**src/rtl/exec_l1_unit.sv**
```systemverilog
// ---------------------------------------------------------------------------
// exec_l1_unit
//
// Execute stage of the 8-bit L1 datapath. It accepts one operation at a time
// from issue, reads two operands from the 4-entry register file, computes the
// result and writes it back through the register file's single write port.
// The zero/carry flags are updated when the write happens.
//
// Handshake (start/busy/done):
//   start is sampled only while idle (busy=0). Once accepted, busy stays high
//   through the read, execute and write cycles. done pulses for exactly one
//   cycle, together with write_enable, in the cycle the result is presented on
//   write_reg/write_data. start while busy is ignored, never queued.
//
// Ports:
//   clk, reset                 clock (rising edge), synchronous active-high reset
//   start, opcode, rd,
//   rs_a, rs_b                 issue request and its operation fields
//   read_reg_a/b               register file read addresses
//   read_data_a/b              register file read data (combinational)
//   write_enable, write_reg,
//   write_data                 register file write port
//   busy, done                 handshake status
//   flag_zero, flag_carry      flags of the last written result
//   dbg_state                  current FSM state for observation
//
// Opcodes: 000 ADD, 001 SUB, 010 AND, 011 OR, 100 XOR, 101 SHL, 110 MUL, 111 MOV
// ---------------------------------------------------------------------------
module exec_l1_unit #(
   parameter int DATA_WIDTH = 8,
   parameter int MUL_STEPS  = 8
) (
   input  logic                  clk,
   input  logic                  reset,
   input  logic                  start,
   input  logic [2:0]            opcode,
   input  logic [1:0]            rd,
   input  logic [1:0]            rs_a,
   input  logic [1:0]            rs_b,
   output logic [1:0]            read_reg_a,
   output logic [1:0]            read_reg_b,
   input  logic [DATA_WIDTH-1:0] read_data_a,
   input  logic [DATA_WIDTH-1:0] read_data_b,
   output logic                  write_enable,
   output logic [1:0]            write_reg,
   output logic [DATA_WIDTH-1:0] write_data,
   output logic                  busy,
   output logic                  done,
   output logic                  flag_zero,
   output logic                  flag_carry,
   output logic [1:0]            dbg_state
);

   localparam int W = DATA_WIDTH;
   // Counter must hold both MUL_STEPS and the largest shift amount (7).
   localparam int CNT_W = ($clog2(MUL_STEPS + 1) > 4) ? $clog2(MUL_STEPS + 1) : 4;

   localparam logic [1:0] ST_IDLE  = 2'd0;
   localparam logic [1:0] ST_READ  = 2'd1;
   localparam logic [1:0] ST_EXEC  = 2'd2;
   localparam logic [1:0] ST_WRITE = 2'd3;

   localparam logic [2:0] OP_ADD = 3'b000;
   localparam logic [2:0] OP_SUB = 3'b001;
   localparam logic [2:0] OP_AND = 3'b010;
   localparam logic [2:0] OP_OR  = 3'b011;
   localparam logic [2:0] OP_XOR = 3'b100;
   localparam logic [2:0] OP_SHL = 3'b101;
   localparam logic [2:0] OP_MUL = 3'b110;
   localparam logic [2:0] OP_MOV = 3'b111;

   localparam logic [CNT_W-1:0] CNT_ONE = CNT_W'(1);
   localparam logic [CNT_W-1:0] CNT_MUL = CNT_W'(MUL_STEPS);

   // Control state
   logic [1:0]       state_q, state_d;
   logic [2:0]       op_q, op_d;
   logic [1:0]       rd_q, rd_d;
   logic [1:0]       rra_q, rra_d;
   logic [1:0]       rrb_q, rrb_d;
   logic [CNT_W-1:0] cnt_q, cnt_d;

   // Datapath state
   logic [W-1:0]     res_q, res_d;      // running result (also the SHL shifter)
   logic             cy_q, cy_d;        // carry belonging to res_q
   logic [2*W-1:0]   prod_q, prod_d;    // MUL accumulator
   logic [2*W-1:0]   mcand_q, mcand_d;  // MUL multiplicand, shifted left each step
   logic [W-1:0]     mplier_q, mplier_d;// MUL multiplier, consumed LSB first

   // Write port and flags
   logic [1:0]       wreg_q, wreg_d;
   logic [W-1:0]     wdata_q, wdata_d;
   logic             zero_q, zero_d;
   logic             carry_q, carry_d;

   // Combinational helpers
   logic [W:0]       sum_ext;
   logic [2*W-1:0]   prod_next;

   always_comb begin
      state_d  = state_q;
      op_d     = op_q;
      rd_d     = rd_q;
      rra_d    = rra_q;
      rrb_d    = rrb_q;
      cnt_d    = cnt_q;
      res_d    = res_q;
      cy_d     = cy_q;
      prod_d   = prod_q;
      mcand_d  = mcand_q;
      mplier_d = mplier_q;
      wreg_d   = wreg_q;
      wdata_d  = wdata_q;
      zero_d   = zero_q;
      carry_d  = carry_q;
      sum_ext  = '0;
      prod_next = '0;

      case (state_q)
         ST_IDLE: begin
            if (start) begin
               op_d    = opcode;
               rd_d    = rd;
               rra_d   = rs_a;
               rrb_d   = rs_b;
               state_d = ST_READ;
            end
         end

         ST_READ: begin
            // Operands are valid this cycle because read_reg_a/b were
            // registered from rs_a/rs_b at the accepting edge.
            state_d = ST_WRITE;
            cy_d    = 1'b0;
            case (op_q)
               OP_ADD: begin
                  sum_ext = {1'b0, read_data_a} + {1'b0, read_data_b};
                  res_d   = sum_ext[W-1:0];
                  cy_d    = sum_ext[W];
               end
               OP_SUB: begin
                  res_d = read_data_a - read_data_b;
                  cy_d  = (read_data_a < read_data_b);
               end
               OP_AND: res_d = read_data_a & read_data_b;
               OP_OR:  res_d = read_data_a | read_data_b;
               OP_XOR: res_d = read_data_a ^ read_data_b;
               OP_SHL: begin
                  res_d = read_data_a;
                  cnt_d = {{(CNT_W-3){1'b0}}, read_data_b[2:0]};
                  // Zero shift amount goes straight to write with carry=0.
                  if (read_data_b[2:0] != 3'd0) begin
                     state_d = ST_EXEC;
                  end
               end
               OP_MUL: begin
                  prod_d   = '0;
                  mcand_d  = {{W{1'b0}}, read_data_a};
                  mplier_d = read_data_b;
                  cnt_d    = CNT_MUL;
                  state_d  = ST_EXEC;
               end
               OP_MOV: res_d = read_data_a;
               default: res_d = read_data_a;
            endcase
         end

         ST_EXEC: begin
            cnt_d = cnt_q - CNT_ONE;
            if (op_q == OP_SHL) begin
               // Carry ends up as the bit shifted out by the final shift.
               res_d = res_q << 1;
               cy_d  = res_q[W-1];
            end else begin
               prod_next = prod_q + (mplier_q[0] ? mcand_q : '0);
               prod_d    = prod_next;
               mcand_d   = mcand_q << 1;
               mplier_d  = mplier_q >> 1;
               res_d     = prod_next[W-1:0];
               cy_d      = |prod_next[2*W-1:W];
            end
            if (cnt_q == CNT_ONE) begin
               state_d = ST_WRITE;
            end
         end

         ST_WRITE: begin
            zero_d  = (wdata_q == '0);
            carry_d = cy_q;
            state_d = ST_IDLE;
         end

         default: state_d = ST_IDLE;
      endcase

      // The write port registers load only on entry to WRITE, so they hold
      // their values at all other times.
      if (state_d == ST_WRITE && state_q != ST_WRITE) begin
         wreg_d  = rd_q;
         wdata_d = res_d;
      end
   end

   always_ff @(posedge clk) begin
      if (reset) begin
         state_q  <= ST_IDLE;
         op_q     <= '0;
         rd_q     <= '0;
         rra_q    <= '0;
         rrb_q    <= '0;
         cnt_q    <= '0;
         res_q    <= '0;
         cy_q     <= 1'b0;
         prod_q   <= '0;
         mcand_q  <= '0;
         mplier_q <= '0;
         wreg_q   <= '0;
         wdata_q  <= '0;
         zero_q   <= 1'b0;
         carry_q  <= 1'b0;
      end else begin
         state_q  <= state_d;
         op_q     <= op_d;
         rd_q     <= rd_d;
         rra_q    <= rra_d;
         rrb_q    <= rrb_d;
         cnt_q    <= cnt_d;
         res_q    <= res_d;
         cy_q     <= cy_d;
         prod_q   <= prod_d;
         mcand_q  <= mcand_d;
         mplier_q <= mplier_d;
         wreg_q   <= wreg_d;
         wdata_q  <= wdata_d;
         zero_q   <= zero_d;
         carry_q  <= carry_d;
      end
   end

   assign read_reg_a   = rra_q;
   assign read_reg_b   = rrb_q;
   assign write_enable = (state_q == ST_WRITE);
   assign done         = (state_q == ST_WRITE);
   assign write_reg    = wreg_q;
   assign write_data   = wdata_q;
   assign busy         = (state_q != ST_IDLE);
   assign flag_zero    = zero_q;
   assign flag_carry   = carry_q;
   assign dbg_state    = state_q;

endmodule
```
**config.mk**
```make
export PLATFORM = sky130hd
export DESIGN_NAME = exec_l1_unit
export DESIGN_NICKNAME = d
export VERILOG_FILES = /design/src/rtl/exec_l1_unit.sv
export SDC_FILE = /design/constraint.sdc
export NUM_CORES = 1
export LEC_CHECK = 0
export CORE_UTILIZATION = 53
export CTS_CLUSTER_SIZE = 28
export DETAILED_ROUTE_END_ITERATION = 12
export HOLD_SLACK_MARGIN = 0.03
export PLACE_DENSITY = 0.74
export SYNTH_ARGS = -nofsm -noshare
export SYNTH_HDL_FRONTEND = slang
export SYNTH_SLANG_ARGS = --single-unit
```
**constraint.sdc**
```tcl
create_clock -name clk -period 2.9 [get_ports clk]
set_input_delay 0.435 -clock clk [delete_from_list [all_inputs] [get_ports clk]]
set_output_delay 0.435 -clock clk [all_outputs]
set_load 0.02 [all_outputs]
```
==> qor.yml, run 1 <==
status: "finished, violations left"
violations: "negative setup slack"
max-vdd-ir-drop_uv: 702
dp_cells: 910
std_cell_rows: 35
slowest_delay_ns: 0.50
rr_worst_depth: 11
gp_congestion: 0.895
crit_fanout: 4
period_needed_ns: 3.04
ff2ff_setup_slack_ns: -0.14
cts-htree-levels: 3
syn_avg_cell_area_um2: 7.80
power_density_nw_per_um2: 747
grt_use_total_pct: 31.4
num-fill-cells: 750
syn-cell-area_um2: 5260
synth.largest_area_cell: "dfxtp_1"
synth_edf_count: 0
ys_ff_latch: 76
crit_type: "reg -> reg"
dieArea_um2: 10300
max_freq_mhz: 329
drc: 0
cp_slowest_cell: "or4_1"
port_buffers: 48
cts_buffers: 9
mostFrequentLayoutCell: "buf_4"
drt-vias-per-instance: 5.87
synthesis.nets: 751
crit_arrival_ns: 3.29
dp_slack_ns: -0.824
path_delay_family: "compound AO/OA/AOI/OAI gates"
diodes: 0
end_kind: "flip-flop"
cp_num_buf_inv: 2
syn_inst: 674
whs_path_depth: 2
r2r_end: "cy_q"
timing.hold.ws_ns: 0.461
postCtsHoldBufs: 0
cp.depth: 11
clk_latency_ns: 0.36
hp-class: "reg -> reg"
power.leakage_nw: 2.81
slew_viol_final: 0
antenna_found_initial: 0
fin_cells: 928
clock_sinks: 76
wl_um: 15500
yosys_most_used_dff: "dfxtp_1"
skew_ns: 0.0137
multiInputGateArea_um2: 3500
io_pins: 49
cts-root-buf: "clkbuf_8"
cp-start-kind: "flip-flop"
largestRegisters: "mcand_q: 16 flops, prod_q: 16 flops"
grt_max_degree: 31
coreArea_um2: 9420
worst_pin_slew_ns: 0.980
grt_pass1_vias: 5201
rsz0062_at_grt: "true"
final_nets: 871
dr.pass1.iters: 5
cp-endpoint: "cy_q"
hold_violations: 0
start_util_pct: 55.9
setup_viol: 1
synth_top_area_share_pct: 28.9
setup_tns_ns: -0.136
fp.dieH_um: 102
dieWidth_um: 102
met1_usage_pct: 40.0
place_hpwl_um: 11500
clk_pin_slew_ns: 0.09
drive_above_1_share_pct: 19.3
yosys_warnings: 0
slew_headroom_pct: 34.4
cts_tree: "built"
grt_first_pass_wirelength_um: 25200
critPathLaunch: "mplier_q[0]"
ant_nets: 0
drt_iter0_drc: 293
syn2layout_area_growth_pct: 29.6
cts_buffer_depth: 2
drv_cap: 0
seqCellArea_um2: 1520
crit-reg2reg-launch: "mplier_q[0]"
vias: 5450
path_cells: "buf_4, nand2_1, inv_1, ha_1, a211oi_1, o211ai_1, a31o_2, a21oi_1, xnor2_1, or4_1, o41a_1"
synth.yosys.seq_area_share_pct: 28.9
async_flop_share_pct: 0
met2_usage_pct: 52.7
layout_common_cells: "103 x buf_4, 83 x nor2_1, 75 x dfxtp_1"
power_mw: 5.09
synth_area_leaders: "dfxtp_1 29%, ha_1 11%, nor2_1 5.9%, a21oi_1 5.7%, nand2_1 3.8%"
min_period_over_period_pct: 105
yosysUniqueCellTypes: 71
setup_ws_ns: -0.136
critPathRequiredTime_ns: 3.15
grt_overflow: 0
wire_per_inst_um: 16.7
top_usage_layer: "met2"
grt_use_met3_pct: 5.59
## report_power, final
part,leakage (nW),internal [mW],switching (mW)
combinational,2.08,1.13,1.60
clock,0.113,0.516,0.446
sequential,0.619,1.25,0.150
## area by class of cell
| class | instances | share of cell area, % |
|---|---|---|
| tap | 129 | 2.37 |
| inverter | 37 | 2.04 |
| clock inverter | 6 | 1.38 |
| multi-input combinational | 518 | 51.3 |
| clock buffer | 10 | 2.02 |
| timing repair buffer | 152 | 18.5 |
| sequential | 76 | 22.3 |
## routing by layer
| metal | wire [um] | up-vias |
|---|---|---|
| li1 | - | 2665 |
| met1 | 6740 | 2566 |
| met2 | 7430 | 186 |
| met3 | 973 | 33 |
| met4 | 333 | 0 |
| met5 | 0 | - |
## synth_stat cells, types with 2 or more instances
cell type	count
dfxtp_1	76
o221ai_1	4
nand2b_1	5
nor3_1	17
nand2_1	53
a211oi_1	20
o21ai_2	2
a31oi_1	6
o21ba_2	2
buf_1	5
or2_2	3
a21oi_1	60
or3_1	4
clkinv_1	2
a22oi_1	24
and2_1	18
nor2b_1	4
o22ai_1	12
nand3_1	22
ha_1	46
o211ai_1	9
nand3b_1	2
o31ai_1	3
o21a_1	7
mux2_2	2
a21o_1	4
nor2_1	83
o32ai_1	2
buf_4	2
buf_6	2
o311a_1	2
o21bai_1	5
nor4_1	4
clkbuf_1	31
o31a_1	2
xor2_1	4
buf_2	2
a32o_1	3
inv_1	35
nand4_1	2
xnor2_1	12
mux2i_1	18
fa_1	3
o21ai_0	23
## through the flow
| stage | area, um2 | utilization, % |
|---|---|---|
| 6_report | 6820 | 72.4 |
| 5_1_grt | 6820 | 72.4 |
| 4_1_cts | 6750 | 71.7 |
| 3_5_place_dp | 6480 | 68.9 |
| 3_3_place_gp | 6480 | 68.9 |
| 2_1_floorplan | 5270 | - |
## logic make-up (layout without fill, tap and decap cells)
| family | Yosys count | in the layout | synth area share (%) |
|---|---|---|---|
| adders and majority gates | 49 | 49 | 12.1 |
| AOI/OAI and AO/OA | 206 | 206 | 26.1 |
| muxes | 20 | 20 | 3.85 |
| and+or+nand+nor | 227 | 227 | 20.2 |
| DFF | 76 | 76 | 28.9 |
| xor gates and xnor gates | 16 | 16 | 2.66 |
| buffers and inverters | 80 | 205 | 6.21 |
## worst min-delay path by stage
stage | from | to | slack [ns]
after global placement | read_reg_b[0] | read_reg_b[0] | 0.44
final | rd_q[1] | rd_q[1] | 0.46
after floorplan | rd_q[0] | rd_q[0] | 0.44
after CTS | rd_q[1] | rd_q[1] | 0.46
after global routing | reset | prod_q[13] | 0.49
after detailed placement | rd_q[1] | rd_q[1] | 0.45
## what timing repair did
| action | 4_1_cts | 5_1_grt |
|---|---|---|
| pin swaps | 10 | 8 |
| buffers inserted | 2 | 0 |
| cloned | 0 | 0 |
| gates resized for setup | 9 | 16 |
| hold endpoints to repair | 0 | 0 |
| setup endpoints to repair | 3 | 8 |
## worst min-delay path: stages (launching register included)
cell and delay (ns):
dfxtp_1 0.32, nand2_1 0.05, a21oi_1 0.05
No activity file was read; power rests on OpenSTA's default activity.
==> run 2: changes to the inputs <==
--- a/config.mk
+++ b/config.mk
@@ -8,8 +8,9 @@
 export CORE_UTILIZATION = 53
 export CTS_CLUSTER_SIZE = 28
 export DETAILED_ROUTE_END_ITERATION = 12
-export HOLD_SLACK_MARGIN = 0.03
+export HOLD_SLACK_MARGIN = 0.12
 export PLACE_DENSITY = 0.74
+export SLEW_MARGIN = 20
 export SYNTH_ARGS = -nofsm -noshare
 export SYNTH_HDL_FRONTEND = slang
 export SYNTH_SLANG_ARGS = --single-unit
==> results of run 2 <==
Same layout as run 1: the final DEF is identical, and so are final timing and power.
==> run 3: changes to the inputs <==
--- a/config.mk
+++ b/config.mk
@@ -9,7 +9,7 @@
 export CTS_CLUSTER_SIZE = 28
 export DETAILED_ROUTE_END_ITERATION = 12
 export HOLD_SLACK_MARGIN = 0.12
-export PLACE_DENSITY = 0.74
+export PLACE_DENSITY = 0.8
 export SLEW_MARGIN = 20
 export SYNTH_ARGS = -nofsm -noshare
 export SYNTH_HDL_FRONTEND = slang
==> qor.yml, run 3 (synthesis results as in run 1) <==
status: "finished, violations left"
violations: "negative setup slack"
antenna_found_initial: 0  # unchanged
diodes: 0  # unchanged
grt_max_degree: 53  # +71%
max-vdd-ir-drop_uv: 694  # -1.2%
fin_cells: 920  # -0.86%
crit_fanout: 4  # unchanged
setup_viol: 1  # unchanged
coreArea_um2: 9420  # unchanged
postCtsHoldBufs: 0  # unchanged
cts_buffers: 9  # unchanged
syn2layout_area_growth_pct: 29.3
dp_cells: 897  # -1.4%
top_usage_layer: "met2"
setup_ws_ns: -0.120  # +0.0165 ns
grt_use_total_pct: 30.5  # -0.90 points
layout_common_cells: "96 x buf_4, 83 x nor2_1, 75 x dfxtp_1"
cts_buffer_depth: 2  # unchanged
setup_tns_ns: -0.120  # +0.0165 ns
cts-root-buf: "clkbuf_8"
grt_overflow: 0  # unchanged
end_kind: "flip-flop"
wire_per_inst_um: 16.6  # -0.39%
hold_violations: 0  # unchanged
std_cell_rows: 35  # unchanged
drt_iter0_drc: 378  # +29%
drv_cap: 0  # unchanged
met1_usage_pct: 35.7  # -4.3 points
drc: 0  # unchanged
min_period_over_period_pct: 104  # -0.57 points
dieWidth_um: 102  # unchanged
io_pins: 49  # unchanged
ant_nets: 0  # unchanged
met2_usage_pct: 54.1  # +1.4 points
vias: 5416  # -0.62%
gp_congestion: 0.877  # -2.0%
fp.dieH_um: 102  # unchanged
slew_headroom_pct: 63.7  # +29 points
cts_tree: "built"
cts-htree-levels: 3  # unchanged
critPathRequiredTime_ns: 3.14  # about the same
drive_above_1_share_pct: 19.5  # +0.19 points
hp-class: "reg -> reg"
crit_type: "reg -> reg"
clk_pin_slew_ns: 0.09  # about the same
rsz0062_at_grt: "true"
power.leakage_nw: 2.78  # -1.3%
whs_path_depth: 2  # unchanged
dr.pass1.iters: 5  # unchanged
dieArea_um2: 10300  # unchanged
mostFrequentLayoutCell: "buf_4"
port_buffers: 48  # unchanged
crit_arrival_ns: 3.26  # -0.03 ns
clock_sinks: 76  # unchanged
final_nets: 863  # -0.92%
start_util_pct: 55.9  # unchanged
cp-start-kind: "flip-flop"
rr_worst_depth: 12  # +1
period_needed_ns: 3.02  # -0.0165 ns
skew_ns: 0.00870  # -0.00498 ns
wl_um: 15300  # -1.3%
num-fill-cells: 719  # -4.1%
drt-vias-per-instance: 5.89  # +0.24%
clk_latency_ns: 0.36  # about the same
largestRegisters: "mcand_q: 16 flops, prod_q: 16 flops"
max_freq_mhz: 331  # +0.55%
grt_pass1_vias: 5297  # +1.8%
grt_use_met3_pct: 6.69  # +1.1 points
slew_viol_final: 0  # unchanged
place_hpwl_um: 11300  # -2.2%
dp_slack_ns: -0.867  # -0.0433 ns
timing.hold.ws_ns: 0.464  # +0.00278 ns
grt_first_pass_wirelength_um: 24700  # -1.8%
power_density_nw_per_um2: 749  # +0.38%
worst_pin_slew_ns: 0.545  # -0.435 ns
## run 3: changes by cell type in the layout (fill, tap and decap cells not counted), sizes merged
| cell | delta |
|---|---|
| dlymetal6s2s | -1 |
| clkbuf | -1 |
| clkinv | -1 |
| clkdlybuf4s50 | +1 |
| buf | -8 |
| inv | +2 |
## run 3: layout make-up
class	count	area (um2)	share of cell area [%]
Clock buffer	9	124	1.82
Clock inverter	7	105	1.54
Multi-Input combinational cell	518	3550	52.2
Sequential cell	76	1530	22.4
Inverter	37	139	2.04
Tap cell	129	161	2.37
Timing Repair Buffer	144	1200	17.6
## run 3: path summary, 6_finish.rpt
kind / endpoint / slack [ns] / start
setup reg to reg: cy_q / -0.12 / mplier_q[0]
hold reg to reg: read_reg_a[0] / 0.46 / read_reg_a[0]
hold / removal: read_reg_a[0] / 0.46 / read_reg_a[0]
setup / recovery: cy_q / -0.12 / mplier_q[0]
## run 3: repair_timing
action,in CTS,in global routing
gates cloned,0,0
buffers inserted,4,3
setup endpoints to repair,5,9
gates resized for setup,14,20
hold endpoints to repair,0,0
pin swaps,11,15
## run 3: power by group
group | leakage [nW] | switching, mW | internal [mW]
sequential | 0.620 | 0.167 | 1.25
combinational | 2.05 | 1.60 | 1.13
clock | 0.113 | 0.453 | 0.500
## run 3: per-layer routing
| layer | up-vias | wire (um) |
|---|---|---|
| met2 | 178 | 7620 |
| li1 | 2649 | - |
| met4 | 0 | 377 |
| met3 | 39 | 961 |
| met1 | 2550 | 6330 |
| met5 | - | 0 |
## run 3: critical path, stage by stage, from the launching register on
cell and delay (ns):
dfxtp_4 0.36, buf_4 0.14, buf_4 0.13, and2_1 0.13
ha_1 0.29, o21a_1 0.12, o31a_1 0.16, o21ai_2 0.09
a211oi_4 0.30, o21a_1 0.22, xor2_2 0.10, or4_1 0.53
o41a_1 0.32
## run 3: through the flow
stage                     total power, mW  cell area (um2)  utilization, %
after global placement               3.91             6390            67.8
after floorplan                      3.13             5270               -
final                                5.10             6800            72.3
after CTS                            4.99             6690            71.1
after global routing                 5.41             6800            72.3
after detailed placement             4.00             6390            67.8
